File: config.mk
export PLATFORM = sky130hd
export DESIGN_NAME = jseq_stepper
export DESIGN_NICKNAME = d
export VERILOG_FILES = /design/src/rtl/jseq_pkg.sv /design/src/rtl/jseq_phase.sv /design/src/rtl/jseq_stepper.sv
export SDC_FILE = /design/constraint.sdc
export NUM_CORES = 1
export LEC_CHECK = 0
export ABC_AREA = 1
export CAP_MARGIN = 0
export CORE_MARGIN = 2
export CORE_UTILIZATION = 36
export CTS_CLUSTER_DIAMETER = 30
export DETAILED_ROUTE_END_ITERATION = 6
export HOLD_SLACK_MARGIN = 0.15
export PLACE_DENSITY_LB_ADDON = 0.3
export SKIP_LAST_GASP = 1
export SLEW_MARGIN = 20
export SYNTH_ARGS = -nofsm -noshare
export SYNTH_HDL_FRONTEND = slang
export SYNTH_SLANG_ARGS = --single-unit
File: constraint.sdc
create_clock -name i_clk -period 1.7 [get_ports i_clk]
set_clock_uncertainty 0.2 [all_clocks]
set_input_delay 0.255 -clock i_clk [delete_from_list [all_inputs] [get_ports i_clk]]
set_output_delay 0.255 -clock i_clk [all_outputs]
set_load 0.01 [all_outputs]
File: src/rtl/jseq_pkg.sv
// jseq_pkg: shared types and constants for the jseq_stepper CPU sequencer.
//   state_e         : sequencer FSM states (IDLE, RUN, HALT)
//   Q0..Q3          : phase counter values within one CPU cycle
//   PH_CLK/PH_CLKD  : per-phase lookup of cpu_clk / cpu_clkd (bit index = phase)
//   clamp_step()    : limits a programmed step_max to the last real stage
package jseq_pkg;

    typedef enum logic [1:0] {
        IDLE = 2'd0,
        RUN  = 2'd1,
        HALT = 2'd2
    } state_e;

    localparam logic [1:0] Q0 = 2'd0;
    localparam logic [1:0] Q1 = 2'd1;
    localparam logic [1:0] Q2 = 2'd2;
    localparam logic [1:0] Q3 = 2'd3;

    // Phase:            q3 q2 q1 q0
    localparam logic [3:0] PH_CLK  = 4'b0011;
    localparam logic [3:0] PH_CLKD = 4'b0110;

    // Programmed values past the last stage behave as the last stage.
    function automatic int unsigned clamp_step(input int unsigned step_max,
                                               input int unsigned steps);
        return (step_max >= steps) ? (steps - 1) : step_max;
    endfunction

endpackage

File: src/rtl/jseq_phase.sv
// jseq_phase: 2-bit phase counter plus registered 4-phase clock decode.
// Ports:
//   i_clk, i_reset_n    board clock, async active-low reset (q resets to Q3)
//   i_start             load Q0 (first phase of a new CPU cycle)
//   i_hold              keep current phase (ignored when i_start is set)
//   o_q_nxt             phase value being loaded this clock
//   o_boundary          current phase is Q3 (the next edge is a cycle boundary)
//   o_clk/o_clkd        registered CPU clock phases
//   o_clke/o_clks       registered enable (clk|clkd) / set (clk&clkd) windows
module jseq_phase
    import jseq_pkg::*;
(
    input  logic       i_clk,
    input  logic       i_reset_n,
    input  logic       i_start,
    input  logic       i_hold,
    output logic [1:0] o_q_nxt,
    output logic       o_boundary,
    output logic       o_clk,
    output logic       o_clkd,
    output logic       o_clke,
    output logic       o_clks
);

    logic [1:0] r_q;
    logic [1:0] w_q_nxt;
    logic       r_clk, r_clkd, r_clke, r_clks;

    always_comb begin
        w_q_nxt = r_q;
        if (i_start)
            w_q_nxt = Q0;
        else if (!i_hold)
            w_q_nxt = r_q + 2'd1;
    end

    // Clocks are decoded from the next phase so they change on the same
    // edge as q, with no combinational path to the outputs. Holding at Q3
    // (idle/halt) therefore parks every clock low.
    always_ff @(posedge i_clk or negedge i_reset_n) begin
        if (!i_reset_n) begin
            r_q    <= Q3;
            r_clk  <= 1'b0;
            r_clkd <= 1'b0;
            r_clke <= 1'b0;
            r_clks <= 1'b0;
        end else begin
            r_q    <= w_q_nxt;
            r_clk  <= PH_CLK[w_q_nxt];
            r_clkd <= PH_CLKD[w_q_nxt];
            r_clke <= PH_CLK[w_q_nxt] | PH_CLKD[w_q_nxt];
            r_clks <= PH_CLK[w_q_nxt] & PH_CLKD[w_q_nxt];
        end
    end

    assign o_q_nxt    = w_q_nxt;
    assign o_boundary = (r_q == Q3);
    assign o_clk      = r_clk;
    assign o_clkd     = r_clkd;
    assign o_clke     = r_clke;
    assign o_clks     = r_clks;

endmodule

File: src/rtl/jseq_stepper.sv
// jseq_stepper: CPU sequencer - 4-phase clock generator plus one-hot stepper
// advancing one stage per CPU cycle (4 board clocks).
// Parameters: STEPS (2..16) stepper stages, SW index width (2**SW >= STEPS).
// Ports:
//   i_clk, i_reset_n   board clock, async active-low reset
//   i_run              level: keep cycling / halt at next cycle boundary
//   i_restart          pulse: next cycle starts at step 0 (latched until used)
//   i_step_max         last active step index (clamped to STEPS-1)
//   o_cpu_clk/_clkd    CPU clock phases; o_cpu_clke/_clks enable/set windows
//   o_bos              one-hot current step; o_step_idx its binary index
//   o_cycle_start      high during phase 0 of each cycle
//   o_running          FSM is in RUN
// Optional feature macro JSEQ_SINGLE_STEP_EN adds:
//   i_step_req         pulse in HALT (with run=0): execute exactly one cycle
//   o_step_ack         1-clk pulse on the edge returning to HALT afterwards
module jseq_stepper
    import jseq_pkg::*;
#(
    parameter int STEPS = 6,
    parameter int SW    = 4
) (
    input  logic             i_clk,
    input  logic             i_reset_n,
    input  logic             i_run,
    input  logic             i_restart,
    input  logic [SW-1:0]    i_step_max,
    output logic             o_cpu_clk,
    output logic             o_cpu_clkd,
    output logic             o_cpu_clke,
    output logic             o_cpu_clks,
    output logic [STEPS-1:0] o_bos,
    output logic [SW-1:0]    o_step_idx,
    output logic             o_cycle_start,
    output logic             o_running
`ifdef JSEQ_SINGLE_STEP_EN
    ,
    input  logic             i_step_req,
    output logic             o_step_ack
`endif
);

    state_e           r_state, w_state_nxt;
    logic [SW-1:0]    r_step, w_step_nxt;
    logic [SW-1:0]    w_lim, w_next;
    logic             r_restart, w_pend, w_apply;
    logic             w_start, w_hold, w_boundary;
    logic [1:0]       w_q_nxt;
    logic [STEPS-1:0] r_bos, w_bos_nxt;
    logic             r_cycle_start, r_running;
`ifdef JSEQ_SINGLE_STEP_EN
    logic             r_single, w_single_nxt;
    logic             r_ack, w_ack_nxt;
`endif

    jseq_phase u_phase (
        .i_clk      (i_clk),
        .i_reset_n  (i_reset_n),
        .i_start    (w_start),
        .i_hold     (w_hold),
        .o_q_nxt    (w_q_nxt),
        .o_boundary (w_boundary),
        .o_clk      (o_cpu_clk),
        .o_clkd     (o_cpu_clkd),
        .o_clke     (o_cpu_clke),
        .o_clks     (o_cpu_clks)
    );

    // A restart arriving on the very edge it would be used is honoured then.
    assign w_pend = r_restart | i_restart;
    assign w_lim  = SW'(clamp_step(32'(i_step_max), STEPS));
    // ">=" rather than "==" so lowering step_max below the current step wraps.
    assign w_next = (w_pend || (r_step >= w_lim)) ? '0 : r_step + SW'(1);

    always_comb begin
        w_state_nxt = r_state;
        w_step_nxt  = r_step;
        w_start     = 1'b0;
        w_hold      = 1'b1;
        w_apply     = 1'b0;
`ifdef JSEQ_SINGLE_STEP_EN
        w_single_nxt = r_single;
        w_ack_nxt    = 1'b0;
`endif
        case (r_state)
            IDLE: begin
                if (i_run) begin
                    w_state_nxt = RUN;
                    w_start     = 1'b1;
                    w_step_nxt  = '0;
                    w_apply     = 1'b1;
                end
            end
            RUN: begin
                if (!w_boundary) begin
                    w_hold = 1'b0;
                end else begin
`ifdef JSEQ_SINGLE_STEP_EN
                    w_single_nxt = 1'b0;
                    w_ack_nxt    = r_single & ~i_run;
`endif
                    if (i_run) begin
                        w_start    = 1'b1;
                        w_step_nxt = w_next;
                        w_apply    = 1'b1;
                    end else begin
                        // q stays at Q3, so clocks park low while halted.
                        w_state_nxt = HALT;
                    end
                end
            end
            HALT: begin
                if (i_run) begin
                    w_state_nxt = RUN;
                    w_start     = 1'b1;
                    w_step_nxt  = w_next;
                    w_apply     = 1'b1;
                end
`ifdef JSEQ_SINGLE_STEP_EN
                else if (i_step_req) begin
                    // One cycle in RUN with run=0 falls back to HALT by itself.
                    w_state_nxt  = RUN;
                    w_start      = 1'b1;
                    w_step_nxt   = w_next;
                    w_apply      = 1'b1;
                    w_single_nxt = 1'b1;
                end
`endif
            end
            default: w_state_nxt = IDLE;
        endcase
    end

    always_comb begin
        w_bos_nxt = '0;
        for (int i = 0; i < STEPS; i++)
            w_bos_nxt[i] = (w_state_nxt != IDLE) && (w_step_nxt == SW'(i));
    end

    always_ff @(posedge i_clk or negedge i_reset_n) begin
        if (!i_reset_n) begin
            r_state       <= IDLE;
            r_step        <= '0;
            r_restart     <= 1'b0;
            r_bos         <= '0;
            r_cycle_start <= 1'b0;
            r_running     <= 1'b0;
        end else begin
            r_state       <= w_state_nxt;
            r_step        <= w_step_nxt;
            r_restart     <= w_pend & ~w_apply;
            r_bos         <= w_bos_nxt;
            r_cycle_start <= (w_state_nxt == RUN) && (w_q_nxt == Q0);
            r_running     <= (w_state_nxt == RUN);
        end
    end

`ifdef JSEQ_SINGLE_STEP_EN
    always_ff @(posedge i_clk or negedge i_reset_n) begin
        if (!i_reset_n) begin
            r_single <= 1'b0;
            r_ack    <= 1'b0;
        end else begin
            r_single <= w_single_nxt;
            r_ack    <= w_ack_nxt;
        end
    end

    assign o_step_ack = r_ack;
`endif

    assign o_bos         = r_bos;
    assign o_step_idx    = r_step;
    assign o_cycle_start = r_cycle_start;
    assign o_running     = r_running;

endmodule

**Yosys cells after proc, flatten, opt, wreduce, memory -nomap -nowiden**

Index checks and enable logic that the tools add are counted.

- $add $sub $neg: 2
- Reductions and logical operators: 13
- Bitwise operators: 5
- $lt $le $gt $ge: 3
- Mux-type cells: 21
- Equal/unequal tests: 9

Operators with widths:

| kind | number |
|---|---|
| 2-to-1 mux 4 bit | 5 |
| case mux 4 bit (3 select lines) | 1 |
| 2-to-1 mux 2 bit | 5 |
| equality test 4 x 2 -> 1 bit, second input constant | 2 |
| equality test 4 x 3 -> 1 bit, second input constant | 2 |
| logical AND 1 bit | 7 |
| 2-to-1 mux 1 bit | 6 |
| adder 4 x 1 -> 4 bit, second input constant | 1 |
| binary-select mux 1 bit (select 2 bit) | 2 |
| equality test 2 x 1 -> 1 bit, second input constant | 2 |
| equality test 2 bit, second input constant | 2 |
| equality test 4 x 1 -> 1 bit, second input constant | 1 |
| greater-or-equal comparator 4 x 3 -> 1 bit, second input constant | 1 |
| greater-or-equal comparator 4 bit | 1 |
| logical NOT 2 bit | 2 |
| logical NOT 4 bit | 1 |
| case mux 2 bit (2 select lines) | 1 |
| less-than comparator 2 x 3 -> 1 bit, second input constant | 1 |
| adder 2 x 1 -> 2 bit, second input constant | 1 |
| AND 1 bit | 2 |
| bitwise OR 1 bit | 2 |
| case mux 1 bit (2 select lines) | 1 |
| nonzero test 2 bit | 1 |
| OR reduction 2 bit | 1 |
| other kinds (2) | 2 |

- Input port bits: 8
- Register bits: 21
- Word-level logic and storage cells: 64

**Depth between registers and ports, before layout**

- Depth after elaboration: 10
- Depth in mapped cells: 15
- Gate-level depth less buffers: 15

**Modules after synthesis**

A second synthesis with hierarchy kept.

- Cell total of the unflattened synthesis: 149
- Area total of the unflattened synthesis: 1153.6 sq um

Modules (own cells, without submodules):

| module | sequential area each (sq um) | cells each | times used | area each (sq um) |
|---|---|---|---|---|
| jseq_stepper | 375.4 | 124 | 1 | 903.4 |
| jseq_phase | 152.6 | 25 | 1 | 250.2 |

**Worst setup path after synthesis**

No wires, ideal clock.

- Path type: reg-to-reg
- From: register u_phase.r_q[0]
- To: register u_phase.r_clkd (netlist: u_phase.o_clkd)
- Arrival: 1495 ps
- Required time: 1374 ps
- Cell stages (with the launch flop): 8
- Setup slack: -121 ps
- Cell sequence: dfstp_2 > ha_1 > inv_1 > nand2_2 > inv_1 > or2_2 > nand2_1 > ha_1

- Word-level cells in the longest chain between the ends: 7
- Elaborated cells on any way between the ends: 10
- Classes of those cells: 1 x add/sub; 1 x eq/ne; 8 x mux

RTL lines:

| element | line | source |
|---|---|---|
| start: declaration | jseq_phase.sv:25 | `logic [1:0] r_q;` |
| start signal: assignment | jseq_phase.sv:48 | `r_q <= w_q_nxt;` |
| equality test 2 bit | jseq_phase.sv:57 | `assign o_boundary = (r_q == Q3);` |
| 2-to-1 mux 1 bit | jseq_stepper.sv:94 | `if (!w_boundary) begin` |
| 2-to-1 mux 1 bit | jseq_stepper.sv:84 | `case (r_state)` |
| 2-to-1 mux 2 bit | jseq_phase.sv:33 | `else if (!i_hold)` |
| 2-to-1 mux 2 bit * | jseq_phase.sv:31 | `if (i_start)` |
| binary-select mux 1 bit (select 2 bit) * | jseq_phase.sv:50 | `r_clkd <= PH_CLKD[w_q_nxt];` |
| 2-to-1 mux 1 bit (implied by the code) * | jseq_phase.sv:50 |  |
| end signal: assignment | jseq_phase.sv:50 |  |
| end: declaration | jseq_phase.sv:27 | `logic r_clk, r_clkd, r_clke, r_clks;` |

Mark *: on every way between the ends. The rest lies on a longest branch, timed or not. The select of a mux whose other input is x is not followed.

**Final worst setup path**

- From: register r_step[0] (netlist: o_step_idx[0])
- To: register r_bos[5] (netlist: o_bos[5])

- Word-level cells in the longest chain between the ends: 8
- Elaborated cells on any way between the ends: 10
- Classes of those cells: 1 x add/sub; 1 x order compare; 1 x eq/ne; 5 x mux; 2 x reduce/logical

RTL lines:

| element | line | source |
|---|---|---|
| start: declaration | jseq_stepper.sv:43 | `logic [SW-1:0] r_step, w_step_nxt;` |
| start signal: assignment | jseq_stepper.sv:149 | `r_step <= w_step_nxt;` |
| greater-or-equal comparator 4 bit | jseq_stepper.sv:72 | `assign w_next = (w_pend \|\| (r_step >= w_lim)) ? '0 : r_step + SW'(1);` |
| logical OR 1 bit | jseq_stepper.sv:72 |  |
| 2-to-1 mux 4 bit | jseq_stepper.sv:72 |  |
| 2-to-1 mux 4 bit | jseq_stepper.sv:101, jseq_stepper.sv:112 |  |
| 2-to-1 mux 4 bit | jseq_stepper.sv:94 |  |
| case mux 4 bit (3 select lines) * | jseq_stepper.sv:84 |  |
| named net w_step_nxt[0] | jseq_stepper.sv:43 |  |
| equality test 4 x 3 -> 1 bit * | jseq_stepper.sv:136 | `w_bos_nxt[i] = (w_state_nxt != IDLE) && (w_step_nxt == SW'(i));` |
| logical AND 1 bit * | jseq_stepper.sv:136 |  |
| named net w_bos_nxt[5] | jseq_stepper.sv:48 | `logic [STEPS-1:0] r_bos, w_bos_nxt;` |
| end signal: assignment | jseq_stepper.sv:151 | `r_bos <= w_bos_nxt;` |
| end: declaration | jseq_stepper.sv:48 |  |

Mark *: on every way through the listed nets, which the timed path passes. The rest lies on a longest branch.

==> results_dict.tcl <==
set metrics [dict create \
    fp.dieH_um 61.1 \
    worstSetupEndpointType "register" \
    cts_inserted_buffers 3 \
    ir_drop_uv 1360 \
    drtAntennaViolNets 0 \
    ys_top_cells_by_area "dfrtp_1 41%, nand2_1 12%, inv_1 9.9%, ha_1 9.6%, nor2_1 7.4%" \
    grt_usage_pct 16.7 \
    finalMaxSlewViolations 0 \
    cts_tree "done" \
    netlist_area_mm2 0.00117 \
    synth_seq_area_share_pct 45.0 \
    rows 20 \
    drive_gt1_share_pct 42.1 \
    path_max_fanout 3 \
    fin_ws_ps -107 \
    status "finished, violations left" \
    synth_cell_types 26 \
    cts.clk_slew.worst_paths_ps 130 \
    cts.path.max_buffers 2 \
    min_period_over_period_pct 106 \
    grt_setup_unrepaired "yes" \
    failed_checks "negative setup slack" \
    p_leak_nw 1.01 \
    postSynthAreaPerCell_um2 7.72 \
    synth_top_area_cell "dfrtp_1" \
    yosysWarnings 0 \
    first_global_vias 1126 \
    grt.overflow.total 0 \
    synthCells 152 \
    dieArea_mm2 0.00373 \
    io_buffers 23 \
    hold_path_class "register to register" \
    cp-start-kind "register" \
    via_count 1100 \
    areaGrowthSynthToFinish_pct 61.1 \
    io_pins 24 \
    yosysTopAreaCellShare_pct 40.5 \
    r2r-start "o_step_idx[0]$_DFF_PN0_" \
    rr_worst_depth 11 \
    design.core.area_mm2 0.00308 \
    timing.rr.end "o_bos[5]$_DFF_PN0_" \
    power_mw 3.37 \
    drc 0 \
    chipWidth_um 61.1 \
    gp_congestion 0.837 \
    pwr_density_cell_mw_per_mm2 1780 \
    grt_pass1_wl_mm 4.60 \
    place_hpwl_mm 2.15 \
    fin_crit_ps 1810 \
    layout.nets 227 \
    wl_per_cell_um 10.9 \
    ff2ff_setup_slack_ps -110 \
    cp-endpoint "o_bos[5]$_DFF_PN0_" \
    required_ps 1740 \
    antenna_found_initial 0 \
    fmax_ghz 0.554 \
    stdcell_count 253 \
    clkLatencyLatePin_ps 300 \
    synth-seq-cells 21 \
    htree_levels 1 \
    synth_nets 169 \
    worstSetupStartpoint "o_step_idx[0]$_DFF_PN0_" \
    place_area_mm2 0.00168 \
    fill_cells 302 \
    critical_path_class "register to register" \
    drt_iter0_markers 33 \
    dp.cells 242 \
    vias_per_cell 4.35 \
    layout_common_cells "27 x buf_4, 25 x nand2_1, 20 x inv_1, 18 x dfrtp_1, 17 x nor2_1" \
    initial_core_util_pct 38.1 \
    num_antenna_cells 0 \
    worstPathArrival_ps 1850 \
    finalInstanceArea_mm2 0.00189 \
    final_common_cell "buf_4" \
    finalSetupViolations 11 \
    maxCapViolCount 0 \
    cts_sinks 21 \
    finalHoldViolCount 0 \
    grt_max_degree 22 \
    wl_mm 2.75 \
    cts_root_buf "clkbuf_4" \
    first_pass_iters 4 \
]
==> sequential cells by signal (all words and copies together), names as in the netlist <==
signal,cells
o_bos,6
o_cycle_start,1
o_running,1
o_step_idx,4
r_restart,1
r_state,2
u_phase.o_clk,1
u_phase.o_clkd,1
u_phase.o_clke,1
u_phase.o_clks,1
u_phase.r_q,2
==> cell type report <==
type / count / area (um2) / area share, %
multi-input cells: 98 / 682 / 36.1
flip-flops and latches: 21 / 529 / 28.0
repair buffers: 53 / 463 / 24.5
inverters: 33 / 134 / 7.08
well taps: 44 / 55.1 / 2.91
clock buffers: 3 / 22.5 / 1.19
clock inverters: 1 / 5.00 / 0.265
==> worst min-delay path by stage <==
stage / depth (start not counted) / endpoint / slack (ps) / from
final: 3 / r_restart$_DFF_PN0_ / 420 / r_restart$_DFF_PN0_
after global routing: 2 / r_state[1]$_DFF_PN0_ / 450 / i_run
after CTS: 3 / r_restart$_DFF_PN0_ / 430 / r_restart$_DFF_PN0_
after detailed placement: 3 / r_restart$_DFF_PN0_ / 400 / r_restart$_DFF_PN0_
after global placement: 3 / r_restart$_DFF_PN0_ / 390 / r_restart$_DFF_PN0_
after floorplan: 0 / o_bos[0]$_DFF_PN0_ / -240 / i_reset_n
==> routing by layer <==
layer  track usage, %  part of all wire (%)  vias to the layer above
li1                 -                     -                      572
met1             19.3                    42                      510
met2             31.2                    54                       14
met3             3.99                   3.0                        4
met4             3.73                  0.91                        0
met5                0                     0                        -
==> logic make-up (layout without fill, tap and decap cells) <==
kind of cell | count (synthesis) | count (layout) | share of synthesized area (%)
buf+inv | 33 | 90 | 10.6
flops | 21 | 21 | 45.0
compound gates | 10 | 10 | 5.33
fa+ha+maj | 9 | 9 | 9.60
xor+xnor | 1 | 1 | 0.746
simple gates | 77 | 77 | 28.5
other cells | 1 | 1 | 0.320
==> critical path, cell delays in order (launching register included) <==
cell     delay [ps]
dfrtp_2         460
inv_2            70
ha_4            190
inv_2            40
nand2_1          40
nand2_1          50
nand2_1          50
nand2_2          90
nand4_1         130
a21oi_2         230
nand2_1          90
nor2_1          100
==> through the flow <==
step | setup TNS (ps) | hold slack [ps] | util [%] | worst slack [ps]
after floorplan | -27.1 | -241 | - | -7.39
after global placement | -5470 | 395 | 54.7 | -546
after detailed placement | -6140 | 402 | 54.7 | -585
after CTS | -943 | 434 | 59.1 | -137
after global routing | -2090 | 453 | 61.4 | -243
final | -809 | 423 | 61.4 | -107
==> synth_stat cells <==
cell,count
a21oi_1,3
a21oi_2,1
a31oi_1,1
conb_1,1
dfrtp_1,19
dfstp_2,2
ha_1,9
inv_1,31
inv_2,2
nand2_1,38
nand2_2,2
nand3_1,6
nand3_2,1
nand3b_1,1
nand4_1,2
nor2_1,23
nor2_2,1
nor2_4,1
o211ai_1,1
o21ai_0,1
o21ai_1,1
o21ai_2,1
o22ai_1,1
or2_2,1
or2_4,1
xor2_1,1
==> what timing repair did <==
action / 4_1_cts / 5_1_grt
gates cloned: 0 / 0
pin swaps: 23 / 18
setup buffers: 4 / 2
setup endpoints to repair: 17 / 18
hold endpoints to repair: 19 / 0
resized for setup: 33 / 21
hold buffers: 1 / 0
==> power by group <==
group	total, mW	internal (mW)	leakage (nW)	switching [mW]
clock	0.249	0.0877	0.0177	0.161
sequential	0.818	0.712	0.258	0.106
combinational	2.31	1.15	0.730	1.16
No activity file was read; power rests on OpenSTA's default activity.
